### src/rtl/ov7670_frame_timer.sv
// OV7670 frame validator in the PCLK domain: checks every frame for exactly V_ACTIVE lines of
// H_ACTIVE*BPP bytes, strobes frame_done for good frames and frame_bad for rejected ones.
module ov7670_frame_timer #(
    parameter int H_ACTIVE = 640,
    parameter int V_ACTIVE = 480,
    parameter int BPP      = 2,
    parameter int FD_WIDTH = 4
) (
    input  logic       pclk,
    input  logic       irst_n,
    input  logic       vsync,
    input  logic       href,
    output logic       frame_done,
    output logic       frame_bad,
    output logic [9:0] line_cnt,
    output logic [7:0] frame_cnt
);
    localparam int LINE_LEN = H_ACTIVE * BPP;
    localparam int BC_W     = $clog2(LINE_LEN + 2);
    localparam int FD_W     = (FD_WIDTH > 1) ? $clog2(FD_WIDTH) : 1;

    localparam logic [BC_W-1:0] LEN_V    = BC_W'(LINE_LEN);
    localparam logic [BC_W-1:0] LEN_SAT  = BC_W'(LINE_LEN + 1);
    localparam logic [9:0]      V_ACT_V  = 10'(V_ACTIVE);
    localparam logic [FD_W-1:0] FD_LAST  = FD_W'(FD_WIDTH - 1);

    localparam logic [2:0] WAIT_SYNC = 3'd0;
    localparam logic [2:0] VBLANK    = 3'd1;
    localparam logic [2:0] ACTIVE    = 3'd2;
    localparam logic [2:0] DONE      = 3'd3;
    localparam logic [2:0] TAIL      = 3'd4;

    logic            vs_q_r, vs_q2_r, hr_q_r, hr_q2_r;
    logic            vs_rise_r, hr_fall_r, len_ok_r;
    logic            hr_fall_s;
    logic [BC_W-1:0] byte_cnt_r;
    logic [2:0]      state_r;
    logic            err_r, vs_pend_r;
    logic [FD_W-1:0] fd_cnt_r;
    logic            frame_done_r, frame_bad_r;
    logic [9:0]      line_cnt_r;
    logic [7:0]      frame_cnt_r;
    logic [9:0]      line_inc_s;
    logic            err_line_s;

    assign hr_fall_s  = hr_q2_r & ~hr_q_r;
    assign line_inc_s = (line_cnt_r == 10'h3FF) ? line_cnt_r : line_cnt_r + 10'd1;
    assign err_line_s = err_r | ~len_ok_r;

    // Input synchronisation and registered edge detection (length verdict captured with the fall)
    always_ff @(posedge pclk or negedge irst_n) begin
        if (!irst_n) begin
            vs_q_r    <= 1'b0;
            vs_q2_r   <= 1'b0;
            hr_q_r    <= 1'b0;
            hr_q2_r   <= 1'b0;
            vs_rise_r <= 1'b0;
            hr_fall_r <= 1'b0;
            len_ok_r  <= 1'b0;
        end else begin
            vs_q_r    <= vsync;
            vs_q2_r   <= vs_q_r;
            hr_q_r    <= href;
            hr_q2_r   <= hr_q_r;
            vs_rise_r <= vs_q_r & ~vs_q2_r;
            hr_fall_r <= hr_fall_s;
            len_ok_r  <= (byte_cnt_r == LEN_V);
        end
    end

    // Byte counter: saturates one past the line length so an overlong line never aliases to good
    always_ff @(posedge pclk or negedge irst_n) begin
        if (!irst_n) begin
            byte_cnt_r <= {BC_W{1'b0}};
        end else if ((state_r != ACTIVE) || hr_fall_s) begin
            byte_cnt_r <= {BC_W{1'b0}};
        end else if (hr_q_r && (byte_cnt_r != LEN_SAT)) begin
            byte_cnt_r <= byte_cnt_r + BC_W'(1);
        end else begin
            byte_cnt_r <= byte_cnt_r;
        end
    end

    // Frame state machine and output strobes
    always_ff @(posedge pclk or negedge irst_n) begin
        if (!irst_n) begin
            state_r      <= WAIT_SYNC;
            err_r        <= 1'b0;
            vs_pend_r    <= 1'b0;
            fd_cnt_r     <= {FD_W{1'b0}};
            frame_done_r <= 1'b0;
            frame_bad_r  <= 1'b0;
            line_cnt_r   <= 10'd0;
            frame_cnt_r  <= 8'd0;
        end else begin
            frame_bad_r <= 1'b0;
            case (state_r)
                WAIT_SYNC: begin
                    if (vs_rise_r) state_r <= VBLANK;
                end
                VBLANK: begin
                    line_cnt_r <= 10'd0;
                    err_r      <= 1'b0;
                    vs_pend_r  <= 1'b0;
                    if (!vs_q_r) state_r <= ACTIVE;
                end
                ACTIVE: begin
                    if (hr_fall_r && (line_inc_s == V_ACT_V)) begin
                        // The line is counted before any coincident vsync edge is considered
                        line_cnt_r <= line_inc_s;
                        if (!err_line_s) begin
                            state_r      <= DONE;
                            frame_done_r <= 1'b1;
                            fd_cnt_r     <= FD_LAST;
                            frame_cnt_r  <= frame_cnt_r + 8'd1;
                            vs_pend_r    <= vs_rise_r;
                        end else begin
                            frame_bad_r <= 1'b1;
                            state_r     <= vs_rise_r ? VBLANK : TAIL;
                        end
                    end else if (vs_rise_r) begin
                        frame_bad_r <= 1'b1;
                        line_cnt_r  <= 10'd0;
                        err_r       <= 1'b0;
                        state_r     <= VBLANK;
                    end else if (hr_fall_r) begin
                        line_cnt_r <= line_inc_s;
                        err_r      <= err_line_s;
                    end else begin
                        state_r <= ACTIVE;
                    end
                end
                DONE: begin
                    if (vs_rise_r) vs_pend_r <= 1'b1;
                    if (fd_cnt_r == {FD_W{1'b0}}) begin
                        frame_done_r <= 1'b0;
                        state_r      <= (vs_pend_r || vs_rise_r) ? VBLANK : TAIL;
                    end else begin
                        fd_cnt_r <= fd_cnt_r - FD_W'(1);
                    end
                end
                TAIL: begin
                    if (hr_fall_r) frame_bad_r <= 1'b1;
                    if (vs_rise_r) state_r <= VBLANK;
                end
                default: begin
                    state_r      <= WAIT_SYNC;
                    frame_done_r <= 1'b0;
                end
            endcase
        end
    end

    assign frame_done = frame_done_r;
    assign frame_bad  = frame_bad_r;
    assign line_cnt   = line_cnt_r;
    assign frame_cnt  = frame_cnt_r;

endmodule

### config.mk
export PLATFORM = sky130hd
export DESIGN_NAME = ov7670_frame_timer
export DESIGN_NICKNAME = d
export VERILOG_FILES = /design/src/rtl/ov7670_frame_timer.sv
export SDC_FILE = /design/constraint.sdc
export NUM_CORES = 1
export LEC_CHECK = 0
export ABC_AREA = 1
export CELL_PAD_IN_SITES_DETAIL_PLACEMENT = 1
export CELL_PAD_IN_SITES_GLOBAL_PLACEMENT = 1
export CORE_ASPECT_RATIO = 1.1
export CORE_MARGIN = 2
export CORE_UTILIZATION = 42
export DETAILED_ROUTE_END_ITERATION = 10
export PLACE_DENSITY_LB_ADDON = 0.1
export SYNTH_ARGS = -nofsm -noshare
export SYNTH_HDL_FRONTEND = slang
export SYNTH_SLANG_ARGS = --single-unit
### constraint.sdc
create_clock -name pclk -period 2.2 [get_ports pclk]
set_input_delay 0.22 -clock pclk [delete_from_list [all_inputs] [get_ports pclk]]
set_output_delay 0.22 -clock pclk [all_outputs]
set_load 0.02 [all_outputs]
# == Word level (Yosys, flattened, before mapping) ==
# Index checks and enable logic that the tools add are counted.
# totals
reg_bits,45
in_bits,4
output_inout_bits,20
wordCells,105
# op_classes
n_addsub,4
n_eq_ne,20
n_mux,38
bitwise_logic,8
n_reduce_logical,19
# ops
cell,n
$mux 10,4
$mux 3,9
$mux 11,2
$pmux 10 s2,1
$reduce_and 4->1,4
$ne 2x2->1 const B,7
$mux 1,13
$pmux 3 s4,1
$add 11x1->11 const B,1
$eq 11x11->1 const B,1
$ne 11x11->1 const B,1
$add 10x1->10 const B,1
$eq 10x10->1 const B,1
$eq 10x9->1 const B,1
$add 8x1->8 const B,1
$ne 4x4->1 const B,2
$eq 3x2->1 const B,2
$mux 2,3
$pmux 1 s3,2
$reduce_and 3->1,2
$reduce_bool 2->1,3
$not 1->1,5
$pmux 1 s2,2
$pmux 2 s2,1
16 further kinds,19

# == Logic depth before layout (Yosys ltp) ==
# Gate-level depths: netlist (run 1).
# depth
depth_word,6
mapped_depth,15
ltp_nobuf,14

# == Least setup slack after synthesis (run 1) ==
# Ideal clock, no wire load.
# synth_path
path_type,register -> register
start,reg line_cnt_r[1] (netlist: line_cnt[1])
end,reg frame_cnt_r[5] (netlist: frame_cnt[5])
setup_time_ps,120
arrival_time_ps,2061
t_required_ps,2080
path_slack_ps,19
path_stages_with_launch,14
n_path_buf,1
synth_period_minus_slack_ps,2181
path_cell_list,dfrtp_1 ha_1 nand2_2 nor2_4 nand3_4 nand2_1 nand3_1 nor2_2 nand3_4 nor2_4 nand2_4 buf_6 o21ai_1 nand2_1
# synth_between
elab_chain_len,5
elab_cells_between_ends,6
classes_between,add/sub (1); eq/ne (2); mux (1); reduce/logical (2)
# synth_lines
item,line_no,text
start: declaration,41,logic [9:0] line_cnt_r;
start signal: assignment,110,line_cnt_r <= line_inc_s;
start signal: assignment,127,line_cnt_r <= line_inc_s;
$add 10x1->10 / $eq 10x10->1 (equally long branches),47,assign line_inc_s = (line_cnt_r == 10'h3FF) ? line_cnt_r : line_cnt_r + 10'd1;
$mux 10 *,47,
$eq 10x9->1 *,108,if (hr_fall_r && (line_inc_s == V_ACT_V)) begin
$logic_and 1x1->1 *,108,
$reduce_and 3->1 (no source line) *,n/a,
end signal: assignment,115,frame_cnt_r <= frame_cnt_r + 8'd1;
end: declaration,42,logic [7:0] frame_cnt_r;
# Every way passes the cells marked *; elsewhere a longest branch is shown, timed or not.
# A chain may end at the register's enable or synchronous reset.

# == Worst setup path after layout (run 1) ==
# layout_path
start,reg line_cnt_r[1] (netlist: line_cnt[1])
end,reg frame_cnt_r[7] (netlist: frame_cnt[7])
# The elaborated chain is that of the path after synthesis.

==> metrics, run 1 <==
Compound-Gate Fraction of Synth Area 0.0985; worst r2r src line_cnt[1]; # setup viols final 1; Post-Syn Instances 355; via density per instance about 5.2; crit path launch type flip-flop; Die Ht 87.6 um; Slew HR 0.600; clk slew on worst S/H paths 0.09 ns; Longest Clk Path Bufs 2; total track usage 0.224; mux cell area share after synthesis 0; peak supply drop approximately 0.00038 V; Core Region 6160 um2; Die Area 7010 um2; Routed WL 7.83 mm; RR Endpoint frame_cnt[7]; CTS H-tree lvls 2; cell at the root of the clock tree clkbuf_8; first-pass GRT wire length 12.1 mm; total grt overflow 0; minimum clock period about 2.2 ns; reg2reg path depth 12; Worst Setup End Kind flip-flop; Worst-Margin Slew 0.600 ns; Critical Path AT 2.41 ns; design area 3450 um2; Syn Nets 365; diodes inserted 0; FF/Latch Area 1130 um2; wire per inst 15.8 um; Simple-Gate Fraction of Synth Area 0.362; WS Path Type flip-flop to flip-flop; Setup TNS Final -0.00565 ns; Hold Buf Count CTS 0; HPWL after detailed placement roughly 5.3 mm; Power Density 658 nW/um2; Clock Sinks between 40 and 50; Hold/Removal Path Class input pin to async pin; Initial DRT Pass Iterations 4; CTS tree done; FP Rows 30; Tot Pwr between 2 and 2.5 mW; initial antenna violation count 0; RSZ-0062 raised after global routing true; multi-input logic area 1470 um2; Filler cells 798; TritonCTS Buffers 5; Required @ worst endpoint 2.40 ns; post-route ant nets 0; layout cells sized above 1 0.198; port bufs 23; skew final 0.00432 ns; Post-Synth Adder-Cell Area 0.0281; Die X 80.0 um; Top FF cell, synth dfrtp_1; largest net degree at the start of global routing 46; final period utilization 1.00; top cell type's share of synthesized area 0.422; DR vias 2580; vias in the first global route 2569; # nets final 425; Reg2Reg Setup Slack -0.006 ns; synth-to-layout area growth 29.2%; top area cells in the synthesized netlist dfrtp_1 (42%), nand2_1 (14%), inv_1 (6.8%); YS warnings 0; max cap viols 0; worst setup margin -0.00565 ns; starting density of the core 0.433; Netlist Area Pre-Place 2670 um2; largest family of logic cells by synthesized area simple AND/OR/NAND/NOR gates; Fmax 453 MHz; Netlist cell types 32; xor/xnor share of the synthesized area 0.0159; Synth Area per Inst 7.51 um2; GP Congestion 0.814; number of flops mapped to enable cells by yosys 0; Placed Area 3090 um2; final hold vios 3; Seq/Total Area, Yosys 0.422; DRC viols 0; Iter 0 DRT Violations ~110; clock latency on the worst-skew pair 0.30 ns; status finished with violations; Layout Utilization 0.560; Hold WS -0.00297 ns; Ports 24; failing checks hold timing, setup timing; CP max FO 7; Leak 1.58 nW; Synth async-reset ratio 1.00; DP Worst Slack -0.0197 ns; Final Max Tran Viols 0; flops & latches, synth 45; largest area contributor in the netlist dfrtp_1
## metrics by stage
stage	std cells	hold slack, ns
finish	495	-0.00297
global route	495	0.0383
CTS	481	0.0141
detailed placement	471	0.352
global placement	471	0.346
floorplan	355	-0.0756
## synthesized netlist by cell type (2+ instances only)
cell type,instances
a21oi_1,10
dfrtp_1,45
ha_1,6
inv_1,48
nand2_1,98
nand2_2,6
nand3_1,28
nand3_2,3
nand3_4,2
nand3b_1,2
nand4_1,7
nor2_1,41
nor2_2,2
nor2_4,6
nor3_1,4
nor3b_1,2
o21a_1,4
o21ai_0,22
o21ai_2,3
o22ai_1,3
xnor2_1,2
## registers in the layout, summed over array words and instances (netlist names)
register,count
state_r,3
vs_q_r,1
err_r,1
byte_cnt_r,11
hr_q2_r,1
hr_q_r,1
hr_fall_r,1
len_ok_r,1
fd_cnt_r,2
vs_pend_r,1
frame_bad,1
frame_cnt,8
line_cnt,10
vs_q2_r,1
vs_rise_r,1
frame_done,1
## logic make-up (layout without fill, tap and decap cells)
logic type	after synthesis	in the layout
XOR/XNOR	4	4
flip-flops	45	45
adder cells (fa/ha/maj)	6	6
AND/OR/NAND/NOR	204	206
buffers and inverters	50	108
AO/OA/AOI/OAI	46	46
## report_power, final
| group | leakage [nW] | switching [mW] | internal (mW) |
|---|---|---|---|
| Clock | 0.0546 | 0.303 | 0.337 |
| Sequential | 0.610 | 0.0531 | 0.884 |
| Combinational | 0.913 | 0.439 | 0.252 |
| Total | 1.58 | 0.795 | 1.47 |
## cell usage in the layout, fill, tap and decap left out, types with 7 or more instances in the layout
cell type / netlist / layout
dfrtp_1: 45 / 44
nand3_1: 28 / 27
a21oi_1: 10 / 10
nor2_1: 41 / 36
clkdlybuf4s50_1: 0 / 22
o21ai_0: 22 / 21
nand4_1: 7 / 7
nand2_2: 6 / 11
nor2_4: 6 / 9
buf_4: 0 / 27
nand2_1: 98 / 90
inv_1: 48 / 47
## per-layer routing
layer / GRT usage / routed length, um
met1: 0.285 / 3350
met2: 0.384 / 4070
met3: 0.0320 / 229
met4: 0.0894 / 172
met5: 0 / 0
## worst max-delay path: stages, from the launching register on
cell and delay (ns):
dfrtp_2 0.42, ha_4 0.17, nand2_4 0.07, nor2_4 0.19, nand3_4 0.16, nand2_2 0.14, nand2_2 0.08, nor2_4 0.12
nand3_4 0.12, nor2_4 0.24, nand2_4 0.16, o21ai_2 0.16, nand2_1 0.05
## area by class of cell
cell class / count / area share
Clock inverter: 2 / 0.0113
Multi-Input combinational cell: 262 / 0.427
Timing Repair Buffer: 53 / 0.132
Sequential cell: 45 / 0.327
Inverter: 48 / 0.0534
Tap cell: 80 / 0.0290
Clock buffer: 5 / 0.0200
## what timing repair did
item	4_1_cts	5_1_grt
setup buffers	3	12
cloned	0	2
gates resized for setup	3	28
pin swaps	1	12
setup endpoints to repair	2	23
## how the worst max path moves through the flow
stage | startpoint | endpoint | slack (ns) | cells after the start
after global placement | line_cnt[1] | fd_cnt_r[0] | 0.08 | 12
final | line_cnt[1] | frame_cnt[7] | -0.006 | 12
after global routing | line_cnt[0] | frame_cnt[7] | -0.14 | 12
after floorplan | line_cnt[1] | frame_cnt[5] | 0.02 | 13
after CTS | line_cnt[1] | fd_cnt_r[0] | 0.005 | 13
after detailed placement | line_cnt[0] | fd_cnt_r[0] | -0.02 | 13
Power figures use the tool's default switching activity.
==> inputs of run 2 (changes only) <==
--- a/config.mk
+++ b/config.mk
@@ -6,6 +6,7 @@
 export NUM_CORES = 1
 export LEC_CHECK = 0
 export ABC_AREA = 1
+export CAP_MARGIN = 15
 export CELL_PAD_IN_SITES_DETAIL_PLACEMENT = 1
 export CELL_PAD_IN_SITES_GLOBAL_PLACEMENT = 1
 export CORE_ASPECT_RATIO = 1.1
==> results of run 2 <==
The final DEF is identical to that of run 1; final timing and power are the same.
